### config.mk
export PLATFORM = sky130hd
export DESIGN_NAME = ins_step_sequencer_flat
export DESIGN_NICKNAME = d
export VERILOG_FILES = /design/src/rtl/ins_step_sequencer_pkg.sv /design/src/rtl/ins_step_sequencer_if.sv /design/src/rtl/ins_step_sequencer_step_last_lut.sv /design/src/rtl/ins_step_sequencer.sv /design/src/flat_wrapper.sv
export SDC_FILE = /design/constraint.sdc
export NUM_CORES = 1
export LEC_CHECK = 0
export ABC_AREA = 1
export ABC_CLOCK_PERIOD_IN_PS = 2200
export CORE_ASPECT_RATIO = 1.1
export CORE_MARGIN = 10
export CORE_UTILIZATION = 30
export DETAILED_ROUTE_END_ITERATION = 16
export SYNTH_ARGS = -nofsm -noshare
export SYNTH_HDL_FRONTEND = slang
export SYNTH_SLANG_ARGS = --single-unit
### constraint.sdc
create_clock -name clk -period 2.2 [get_ports clk]
set_input_delay 0.55 -clock clk [delete_from_list [all_inputs] [get_ports clk]]
set_output_delay 0.55 -clock clk [all_outputs]
set_load 0.01 [all_outputs]
### src/rtl/ins_step_sequencer_pkg.sv
// Purpose: opcode/subcode constants, step limits and the decoded step-info struct for the step sequencer.
// Latency: n/a (types and constants only).
// Backpressure: n/a.
package ins_step_sequencer_pkg;

  localparam int CNT_W_DEF = 3;
  localparam int INS_W_DEF = 16;

  // 5-bit major opcodes (ir_in[15:11])
  localparam logic [4:0] OP_ALU       = 5'b00000;
  localparam logic [4:0] OP_LHI       = 5'b00001;
  localparam logic [4:0] OP_LLI       = 5'b00010;
  localparam logic [4:0] OP_LDRRI     = 5'b00011;
  localparam logic [4:0] OP_LDRRR     = 5'b00100;
  localparam logic [4:0] OP_STRRI     = 5'b00101;
  localparam logic [4:0] OP_CMP_STRRR = 5'b00110;
  localparam logic [4:0] OP_ADDI      = 5'b00111;
  localparam logic [4:0] OP_SUBI      = 5'b01000;
  localparam logic [4:0] OP_MOV       = 5'b01011;
  localparam logic [4:0] OP_JMP       = 5'b10000;
  localparam logic [4:0] OP_JALRL     = 5'b10001;
  localparam logic [4:0] OP_JALRR     = 5'b10010;
  localparam logic [4:0] OP_JR        = 5'b10011;
  localparam logic [4:0] OP_BCC       = 5'b11000;
  localparam logic [4:0] OP_BAL       = 5'b11001;
  localparam logic [4:0] OP_SYS       = 5'b11100;

  // 2-bit subcodes (ir_in[1:0]) that disambiguate shared major opcodes
  localparam logic [1:0] SUB_CMP   = 2'b01;
  localparam logic [1:0] SUB_STRRR = 2'b00;
  localparam logic [1:0] SUB_LDRRR = 2'b00;
  localparam logic [1:0] SUB_OUTR  = 2'b00;
  localparam logic [1:0] SUB_HLT   = 2'b01;

  // Last step of each instruction class; LAST_NONE means buff_pc never fires
  localparam logic [2:0] LAST_NONE  = 3'd0;
  localparam logic [2:0] LAST_NOP   = 3'd1;
  localparam logic [2:0] LAST_SHORT = 3'd2;
  localparam logic [2:0] LAST_ALU   = 3'd3;
  localparam logic [2:0] LAST_STORE = 3'd3;
  localparam logic [2:0] LAST_LOAD  = 3'd4;

  // Counter value that can never be reached in normal sequencing
  localparam logic [2:0] CNT_WRAP = 3'd7;

  typedef struct packed {
    logic [2:0] last;
    logic       is_hlt;
    logic       is_illegal;
  } step_info_t;

endpackage

### src/rtl/ins_step_sequencer_if.sv
// Purpose: groups the fetch-side inputs and sequencer outputs of the step sequencer.
// Latency: n/a (wiring only).
// Backpressure: mem_wait from the memory side stalls the sequencer.
// Ports: ir_in, mem_wait (memory -> sequencer); Cnt, InsM, InsL, buff_pc, halted, illegal (sequencer -> decoders).
interface ins_step_sequencer_if #(
  parameter int CNT_W = 3,
  parameter int INS_W = 16
);
  logic [INS_W-1:0] ir_in;
  logic             mem_wait;
  logic [CNT_W-1:0] Cnt;
  logic [4:0]       InsM;
  logic [1:0]       InsL;
  logic             buff_pc;
  logic             halted;
  logic             illegal;

  // Memory / fetch side
  modport master (
    output ir_in, mem_wait,
    input  Cnt, InsM, InsL, buff_pc, halted, illegal
  );

  // Sequencer side
  modport slave (
    input  ir_in, mem_wait,
    output Cnt, InsM, InsL, buff_pc, halted, illegal
  );
endinterface

### src/rtl/ins_step_sequencer_step_last_lut.sv
// Purpose: decodes latched InsM/InsL into last step, HLT and unknown-opcode indications.
// Latency: combinational.
// Backpressure: none.
// Ports: insm_i, insl_i (latched fields) -> info_o {last, is_hlt, is_illegal}.
module ins_step_sequencer_step_last_lut
  import ins_step_sequencer_pkg::*;
(
  input  logic [4:0] insm_i,
  input  logic [1:0] insl_i,
  output step_info_t info_o
);

  always_comb begin
    info_o.last       = LAST_NOP;
    info_o.is_hlt     = 1'b0;
    info_o.is_illegal = 1'b0;
    case (insm_i)
      OP_LHI, OP_LLI, OP_MOV,
      OP_BCC, OP_BAL, OP_JMP, OP_JALRL, OP_JALRR, OP_JR: info_o.last = LAST_SHORT;
      OP_ALU, OP_ADDI, OP_SUBI:                          info_o.last = LAST_ALU;
      OP_LDRRI:                                          info_o.last = LAST_LOAD;
      OP_STRRI:                                          info_o.last = LAST_STORE;
      OP_CMP_STRRR: begin
        if (insl_i == SUB_CMP)        info_o.last = LAST_ALU;
        else if (insl_i == SUB_STRRR) info_o.last = LAST_STORE;
        else                          info_o.is_illegal = 1'b1;
      end
      OP_LDRRR: begin
        if (insl_i == SUB_LDRRR) info_o.last = LAST_LOAD;
        else                     info_o.is_illegal = 1'b1;
      end
      OP_SYS: begin
        if (insl_i == SUB_OUTR) begin
          info_o.last = LAST_SHORT;
        end else if (insl_i == SUB_HLT) begin
          // HLT never completes: it parks the counter instead of raising buff_pc
          info_o.last   = LAST_NONE;
          info_o.is_hlt = 1'b1;
        end else begin
          info_o.is_illegal = 1'b1;
        end
      end
      default: info_o.is_illegal = 1'b1;
    endcase
  end

endmodule

### src/rtl/ins_step_sequencer.sv
// Purpose: multicycle step counter plus latched InsM/InsL fields feeding the Signal_* decoders.
// Latency: fields latched on the step-0 edge; Cnt advances one step per clock; buff_pc combinational.
// Backpressure: mem_wait holds Cnt/InsM/InsL at steps 0 and 3, ignored at other steps.
// Ports: clk, rst_n (async active-low); bus (slave modport): ir_in, mem_wait in; Cnt, InsM, InsL,
//        buff_pc, halted, illegal out.
// Option: ILLEGAL_TRAP_EN - unknown opcodes set sticky illegal+halted at step 1 and freeze Cnt at 1;
//         when undefined they run as a 2-step NOP and illegal is tied 0.
module ins_step_sequencer
  import ins_step_sequencer_pkg::*;
#(
  parameter int CNT_W = CNT_W_DEF,
  parameter int INS_W = INS_W_DEF
) (
  input  logic                  clk,
  input  logic                  rst_n,
  ins_step_sequencer_if.slave   bus
);

  logic [CNT_W-1:0] cnt_q, cnt_d;
  logic [4:0]       insm_q, insm_d;
  logic [1:0]       insl_q, insl_d;
  logic             halted_q, halted_d;

  step_info_t info;
  logic       at_last;
  logic       trap_now;
  logic       buff_pc;

  ins_step_sequencer_step_last_lut u_lut (
    .insm_i (insm_q),
    .insl_i (insl_q),
    .info_o (info)
  );

  // At step 0 the latch still holds the previous instruction, so never signal completion there
  assign at_last = (cnt_q != '0) && (cnt_q == CNT_W'(info.last));

  // Only the opcode and subcode fields matter to sequencing
  logic unused_ir_bits;
  assign unused_ir_bits = ^bus.ir_in[INS_W-6:2];

`ifdef ILLEGAL_TRAP_EN
  logic illegal_q, illegal_d;
  assign trap_now = info.is_illegal && (cnt_q == CNT_W'(1));
  assign buff_pc  = at_last && !info.is_illegal;
`else
  logic unused_illegal;
  assign unused_illegal = info.is_illegal;
  assign trap_now       = 1'b0;
  assign buff_pc        = at_last;
`endif

  always_comb begin
    cnt_d    = cnt_q;
    insm_d   = insm_q;
    insl_d   = insl_q;
    halted_d = halted_q;
`ifdef ILLEGAL_TRAP_EN
    illegal_d = illegal_q;
`endif
    if (halted_q) begin
      // frozen until reset
    end else if (cnt_q == CNT_W'(CNT_WRAP)) begin
      cnt_d = '0;
    end else if (cnt_q == '0) begin
      if (!bus.mem_wait) begin
        insm_d = bus.ir_in[15:11];
        insl_d = bus.ir_in[1:0];
        cnt_d  = CNT_W'(1);
      end
    end else if ((cnt_q == CNT_W'(3)) && bus.mem_wait) begin
      // memory stall at the data-access step
    end else if (info.is_hlt && (cnt_q == CNT_W'(2))) begin
      halted_d = 1'b1;
    end else if (trap_now) begin
      halted_d = 1'b1;
`ifdef ILLEGAL_TRAP_EN
      illegal_d = 1'b1;
`endif
    end else if (buff_pc) begin
      cnt_d = '0;
    end else begin
      cnt_d = cnt_q + CNT_W'(1);
    end
  end

  always_ff @(posedge clk or negedge rst_n) begin
    if (!rst_n) begin
      cnt_q    <= '0;
      insm_q   <= '0;
      insl_q   <= '0;
      halted_q <= 1'b0;
    end else begin
      cnt_q    <= cnt_d;
      insm_q   <= insm_d;
      insl_q   <= insl_d;
      halted_q <= halted_d;
    end
  end

`ifdef ILLEGAL_TRAP_EN
  always_ff @(posedge clk or negedge rst_n) begin
    if (!rst_n) illegal_q <= 1'b0;
    else        illegal_q <= illegal_d;
  end
  assign bus.illegal = illegal_q;
`else
  assign bus.illegal = 1'b0;
`endif

  assign bus.Cnt     = cnt_q;
  assign bus.InsM    = insm_q;
  assign bus.InsL    = insl_q;
  assign bus.buff_pc = buff_pc;
  assign bus.halted  = halted_q;

endmodule
### src/flat_wrapper.sv
// flat-port wrapper written by rule: the top's interface ports become plain ports
module ins_step_sequencer_flat import ins_step_sequencer_pkg::*;
#(
  parameter int CNT_W = CNT_W_DEF,
  parameter int INS_W = INS_W_DEF
)
  (clk, rst_n, bus_ir_in, bus_mem_wait, bus_Cnt, bus_InsM, bus_InsL, bus_buff_pc, bus_halted, bus_illegal);
  ins_step_sequencer_if #(.CNT_W(CNT_W), .INS_W(INS_W)) bus_i ();
  input  logic clk;
  input  logic rst_n;
  input wire logic [$bits(bus_i.ir_in)-1:0] bus_ir_in;
  input wire logic [$bits(bus_i.mem_wait)-1:0] bus_mem_wait;
  output wire logic [$bits(bus_i.Cnt)-1:0] bus_Cnt;
  output wire logic [$bits(bus_i.InsM)-1:0] bus_InsM;
  output wire logic [$bits(bus_i.InsL)-1:0] bus_InsL;
  output wire logic [$bits(bus_i.buff_pc)-1:0] bus_buff_pc;
  output wire logic [$bits(bus_i.halted)-1:0] bus_halted;
  output wire logic [$bits(bus_i.illegal)-1:0] bus_illegal;
  assign bus_i.ir_in = bus_ir_in;
  assign bus_i.mem_wait = bus_mem_wait;
  assign bus_Cnt = bus_i.Cnt;
  assign bus_InsM = bus_i.InsM;
  assign bus_InsL = bus_i.InsL;
  assign bus_buff_pc = bus_i.buff_pc;
  assign bus_halted = bus_i.halted;
  assign bus_illegal = bus_i.illegal;
  ins_step_sequencer #(.CNT_W(CNT_W), .INS_W(INS_W)) u_core (.clk(clk), .rst_n(rst_n), .bus(bus_i));
endmodule
[Word level (Yosys, flattened, before mapping)]
Cells that the tools add are included.
Word-level totals
  register bits: 11
  bits of input ports: 19
  output and inout bits: 13
  word-level logic and storage cells: 63
Cells by class
  $add $sub $neg: 1
  eq/ne operators: 24
  muxes and demuxes: 20
  bitwise operators: 3
  reduce and logical (&&, ||, !) cells: 11
Operators with widths (number)
  equality test 5 bit, second input constant: 7
  2-to-1 mux 3 bit: 8
  equality test 5 x 3 -> 1 bit, second input constant: 4
  one-hot mux 3 bit (6 select lines): 1
  equality test 5 x 2 -> 1 bit, second input constant: 2
  equality test 5 x 4 -> 1 bit, second input constant: 2
  OR reduction 9 bit: 1
  2-to-1 mux 2 bit: 4
  AND reduction 4 bit: 2
  2-to-1 mux 1 bit: 7
  equality test 3 x 2 -> 1 bit, second input constant: 2
  inequality test 3 x 1 -> 1 bit, second input constant: 2
  equality test 5 x 1 -> 1 bit, second input constant: 1
  zero test 5 bit: 1
  OR reduction 4 bit: 1
  adder 3 x 1 -> 3 bit, second input constant: 1
  equality test 3 bit: 1
  equality test 3 bit, second input constant: 1
  logical AND 1 bit: 3
  zero test 3 bit: 1
  inequality test 3 x 2 -> 1 bit, second input constant: 1
  NOT 1 bit: 3
  nonzero test 3 bit: 1
  equality test 2 x 1 -> 1 bit, second input constant: 1
  zero test 2 bit: 1

[Logic depth before layout (Yosys ltp)]
  word-level depth: 11
  gate-level depth with buffers: 13
  mapped depth without buffers: 13

[By module]
From an unflattened synthesis, not the netlist that was laid out.
Second synthesis, totals
  cells, all modules: 152
  area, all modules: 1028.5 um2
By module, submodules not included
  ins_step_sequencer: instances 1, cells an instance 90, area each 734.5 um2, sequential area each 275.3 um2
  ins_step_sequencer_step_last_lut: instances 1, cells an instance 62, area each 294.0 um2, sequential area each 0.0 um2

[Worst setup path before layout]
Ideal clock, no wire load.
  kind: reg-to-output
  start point: register u_core.insm_q[1], in the netlist u_core.bus.InsM[1]
  end point: output bus_buff_pc
  data arrival time: 1366 ps
  data required time: 1650 ps
  path slack: 284 ps
  cell stages (with the launch flop): 12
  path buffers: 0
  cells stage by stage: dfrtp_1 -> nor2_2 -> nand3_2 -> inv_1 -> nand2_1 -> nand2_1 -> nor2_2 -> nand3_1 -> nand2_1 -> nor2_2 -> nand2_2 -> inv_1
On the way
  cells in the longest elaborated chain, start to end: 5
  elaborated cells between the ends (all ways): 22
  those cells by class: eq/ne: 17; mux: 1; reduce/logical: 4
RTL lines
  from (decl): RTL line ins_step_sequencer.sv:20  | logic [4:0] insm_q, insm_d;
  from (signal assigned): RTL line ins_step_sequencer.sv:95  | insm_q <= insm_d;
  equality test 5 x 1 -> 1 bit, or another cell as far along
  OR reduction 9 bit / OR reduction 4 bit (equally long branches)
  one-hot mux 3 bit (6 select lines) (*): RTL line ins_step_sequencer_step_last_lut.sv:17  | case (insm_i)
  equality test 3 bit (*): RTL line ins_step_sequencer.sv:36  | assign at_last = (cnt_q != '0) && (cnt_q == CNT_W'(info.last));
  logical AND 1 bit (*): RTL line ins_step_sequencer.sv:36
  to (decl): RTL line flat_wrapper.sv:16  | output wire logic [$bits(bus_i.buff_pc)-1:0] bus_buff_pc;
Mark *: on every way between the ends. The rest lies on a longest branch, timed or not.

[Worst setup path in the final report]
  start point: register u_core.insm_q[2], in the netlist u_core.bus.InsM[2]
  end point: output bus_buff_pc
Same word-level chain as after synthesis.

==> results.yml <==
power:
  vdd_drop_max_mv: 0.284
  power_uw: 366
  static-leakage-power_nw: 0.681
  powerDensity_mw_per_mm2: 269
clock_tree:
  clk_pin_slew_ps: 70
  clock_sink_count: 11
  tritoncts: "built"
  clock_tree.buffer_depth: 2
  clk_root_buffer_cell: "clkbuf_4"
  clock_latency_ps: 270
  total_cts_buffers: 3
  holdBufCountCts: 0
  ctsHtreeMaxLevel: 1
sta:
  slew_of_the_pin_with_the_lowest_slew_margin_ps: 514
  layout_setup_ws_ps: -69.0
  min_period_ps: 2270
  hold_violations: 0
  setup_repair_after_global_routing_missed_its_margin: "yes"
  layout_worst_path_cycle_share_pct: 103
  report.final.slew_viol_count: 0
  maxClockFrequency_mhz: 441
  fin_skew_ps: 1.94
  setup_viol: 1
  relSlewSlack_pct: 65.6
synthesis:
  syn-num-nets: 144
  synth_ff_type: "dfrtp_1"
  yosys_warnings: 0
  yosysSeqAreaShare_pct: 32.8
  synth-adder-area-share_pct: 7.45
  post_synth_inst_count: 120
  synth-seq-cells: 11
  synth.lib_cells_used.distinct: 25
  synth_mux_area_share_pct: 1.34
  synth.cell_area_um2: 840
  yosys.area_share.simple_pct: 34.0
  xor_xnor_share_of_the_synthesized_area_pct: 0
  synth_async_sr_flop_share_pct: 100
  synth-compound-area-share_pct: 14.2
  synth_edf_count: 0
  dominant_combinational_cell_family_by_area_after_synthesis: "simple AND/OR/NAND/NOR gates"
  syn-mean-instance-area_um2: 7.00
grt:
  grt_first_pass_wirelength_mm: 4.04
  number_of_global_route_vias_before_repair: 980
  initial_antenna_violation_count: 0
  grt_max_degree: 12
  grt_use_total_pct: 9.05
  overflow: 0
cells_and_area:
  antenna_cells_inserted: 0
  layout.core_utilization_pct: 49.9
  final_layout_size_suffix_gt1_share_pct: 37.5
  fin_area_mm2: 0.00136
  seqCellArea_um2: 280
  layout.cells.most_common_list: "nand2_1 (22), buf_4 (22), clkdlybuf4s50_1 (20)"
  fillerInstances: 255
  post_layout_nets: 193
  areaGrowthSynthToFinish_pct: 62.0
  multi_input_comb_area_um2: 528
floorplan:
  dieArea_mm2: 0.00532
  rows: 20
  die_h_um: 75.5
  placeableCoreArea_mm2: 0.00273
  floorplan.io_pins: 32
  initial_utilization_pct: 30.8
  die_x_um: 70.4
placement:
  dp.final_hpwl_mm: 1.82
  gp_routability_congestion: 0.804
  detailed_place.area_mm2: 0.00126
  placement.setup.worst_slack_ps: -246
  io_buffer_count: 21
min_path:
  min-delay-path-class: "reg -> reg"
setup_path:
  buffers_plus_inverters_on_the_worst_setup_path: 3
  startpoint: "u_core.bus.InsM[2]$_DFFE_PN0P_"
  timing.reg2reg.worst_path_depth: 10
  crit_path_frequent_cell: "nand2_1"
  critical_path_depth: 12
  worst_path_largest_cell_delay_ps: 450
  critical_path.cell_chain: "inv_2 > nor2_4 > o21ai_2 > o21ai_1 > nor2_1 > nand2_1 > nand2_1 > nand2_1 > nor2_2 > nand2_2 > inv_2 > buf_6"
  critical_path.endpoint_type: "output pin"
  cp-start-kind: "flop"
  reg_to_reg_start: "u_core.bus.Cnt[1]$_DFFE_PN0P_"
  critical_path.top_delay_family: "simple AND/OR/NAND/NOR gates"
  crit_path_end: "bus_buff_pc"
  critical-path-slowest-cell: "dfrtp_2"
  rr_endpoint: "u_core.bus.Cnt[0]$_DFFE_PN0P_"
  critPathMaxFanout: 6
  worst_ep_required_time_ps: 1650
  timing.reg2reg.setup_slack_ps: 410
  crit_arrival_ps: 1720
  crit_type: "reg -> out"
job:
  cap_viol_max_count: 0
drt:
  finalWirelength_mm: 2.36
  drt_pre_antenna_iters: 4
  detailroute.via_count: 921
  detail_route.drc_violations: 0
  detail_route.wl_per_cell_um: 11.7
  antenna_violating_nets_post_route: 0
  detailedRoute.firstIterationViolations: 15
  post_drt_via_cell_ratio: 4.58
outcome:
  violations: "negative setup slack"
  status: "finished, violations left"
[flip-flops by register name, summed over array words and instances (netlist names)]
| signal | cells |
|---|---|
| u_core.bus.Cnt | 3 |
| u_core.bus.InsL | 2 |
| u_core.bus.InsM | 5 |
| u_core.bus.halted | 1 |
[worst min path at each step]
| stage | start | endpoint | cells after the start |
|---|---|---|---|
| floorplan | rst_n | u_core.bus.Cnt[0]$_DFFE_PN0P_ | 0 |
| global placement | u_core.bus.Cnt[1]$_DFFE_PN0P_ | u_core.bus.Cnt[1]$_DFFE_PN0P_ | 3 |
| detailed placement | u_core.bus.Cnt[1]$_DFFE_PN0P_ | u_core.bus.Cnt[1]$_DFFE_PN0P_ | 3 |
| CTS | u_core.bus.Cnt[1]$_DFFE_PN0P_ | u_core.bus.Cnt[1]$_DFFE_PN0P_ | 3 |
| global route | rst_n | u_core.bus.InsM[2]$_DFFE_PN0P_ | 1 |
| finish | u_core.bus.Cnt[1]$_DFFE_PN0P_ | u_core.bus.Cnt[1]$_DFFE_PN0P_ | 3 |
[routing by layer]
| layer | routed length [um] | global-route usage, % | share of wire [%] | vias up |
|---|---|---|---|---|
| met3 | 95 | 2.60 | 4.0 | 6 |
| met5 | 0 | 0 | 0 | - |
| met4 | 41 | 4.17 | 1.7 | 0 |
| li1 | - | - | - | 480 |
| met2 | 1220 | 16.9 | 52 | 15 |
| met1 | 997 | 9.25 | 42 | 420 |
[synthesized netlist by cell type (all sizes together), types with 4 or more instances]
| master | n | area share (%) |
|---|---|---|
| nand3 | 8 | 5.4 |
| nand2 | 26 | 12 |
| dfrtp | 11 | 33 |
| inv | 19 | 8.5 |
| o21ai | 6 | 4.5 |
| ha | 5 | 7.5 |
| nand4 | 4 | 3.0 |
| nor2 | 24 | 13 |
| a21oi | 8 | 4.8 |
[report_power, final]
group          internal (mW)  switching [mW]  total, mW
logic                 0.0144         0.00773     0.0221
registers              0.202               0      0.202
clock network         0.0702          0.0713      0.142
[through the flow]
| stage | setup TNS, ps | cells | hold slack [ps] |
|---|---|---|---|
| detailed placement | -246 | 196 | 585 |
| finish | -69.0 | 201 | 602 |
| floorplan | 0 | 120 | 254 |
| global placement | -243 | 196 | 584 |
| global route | -246 | 201 | 645 |
| CTS | -76.3 | 201 | 602 |
[cells by family after synthesis]
| kind of cell | Yosys count |
|---|---|
| AND/OR/NAND/NOR | 63 |
| buffers and inverters | 21 |
| AO/OA/AOI/OAI | 18 |
| flip-flops | 11 |
| adder cells (fa/ha/maj) | 5 |
| multiplexers | 1 |
| other | 1 |
[worst reg2reg max path, stage by stage (launching register included)]
cell and delay, ps:
dfrtp_1 380, inv_1 80, ha_1 150, inv_1 50, nor2_1 270, nor3_1 100, a41oi_2 170, nand2_1 140
nor2_1 180, nand2_1 100, o21ai_2 110
[repair_timing]
| item | in CTS | in global routing |
|---|---|---|
| resized for setup | 16 | 15 |
| setup buffers | 1 | 0 |
| setup endpoints to repair | 1 | 1 |
| pin swaps | 1 | 9 |
| hold endpoints to repair | 0 | 0 |
[cell type report]
cell class / count / share of cell area (%)
multi-input combinational: 88 / 38.8
timing repair buffer: 46 / 30.2
sequential: 11 / 20.6
inverter: 19 / 5.43
tap: 33 / 3.04
clock buffer: 4 / 1.93
(Power assumes the default switching activity.)
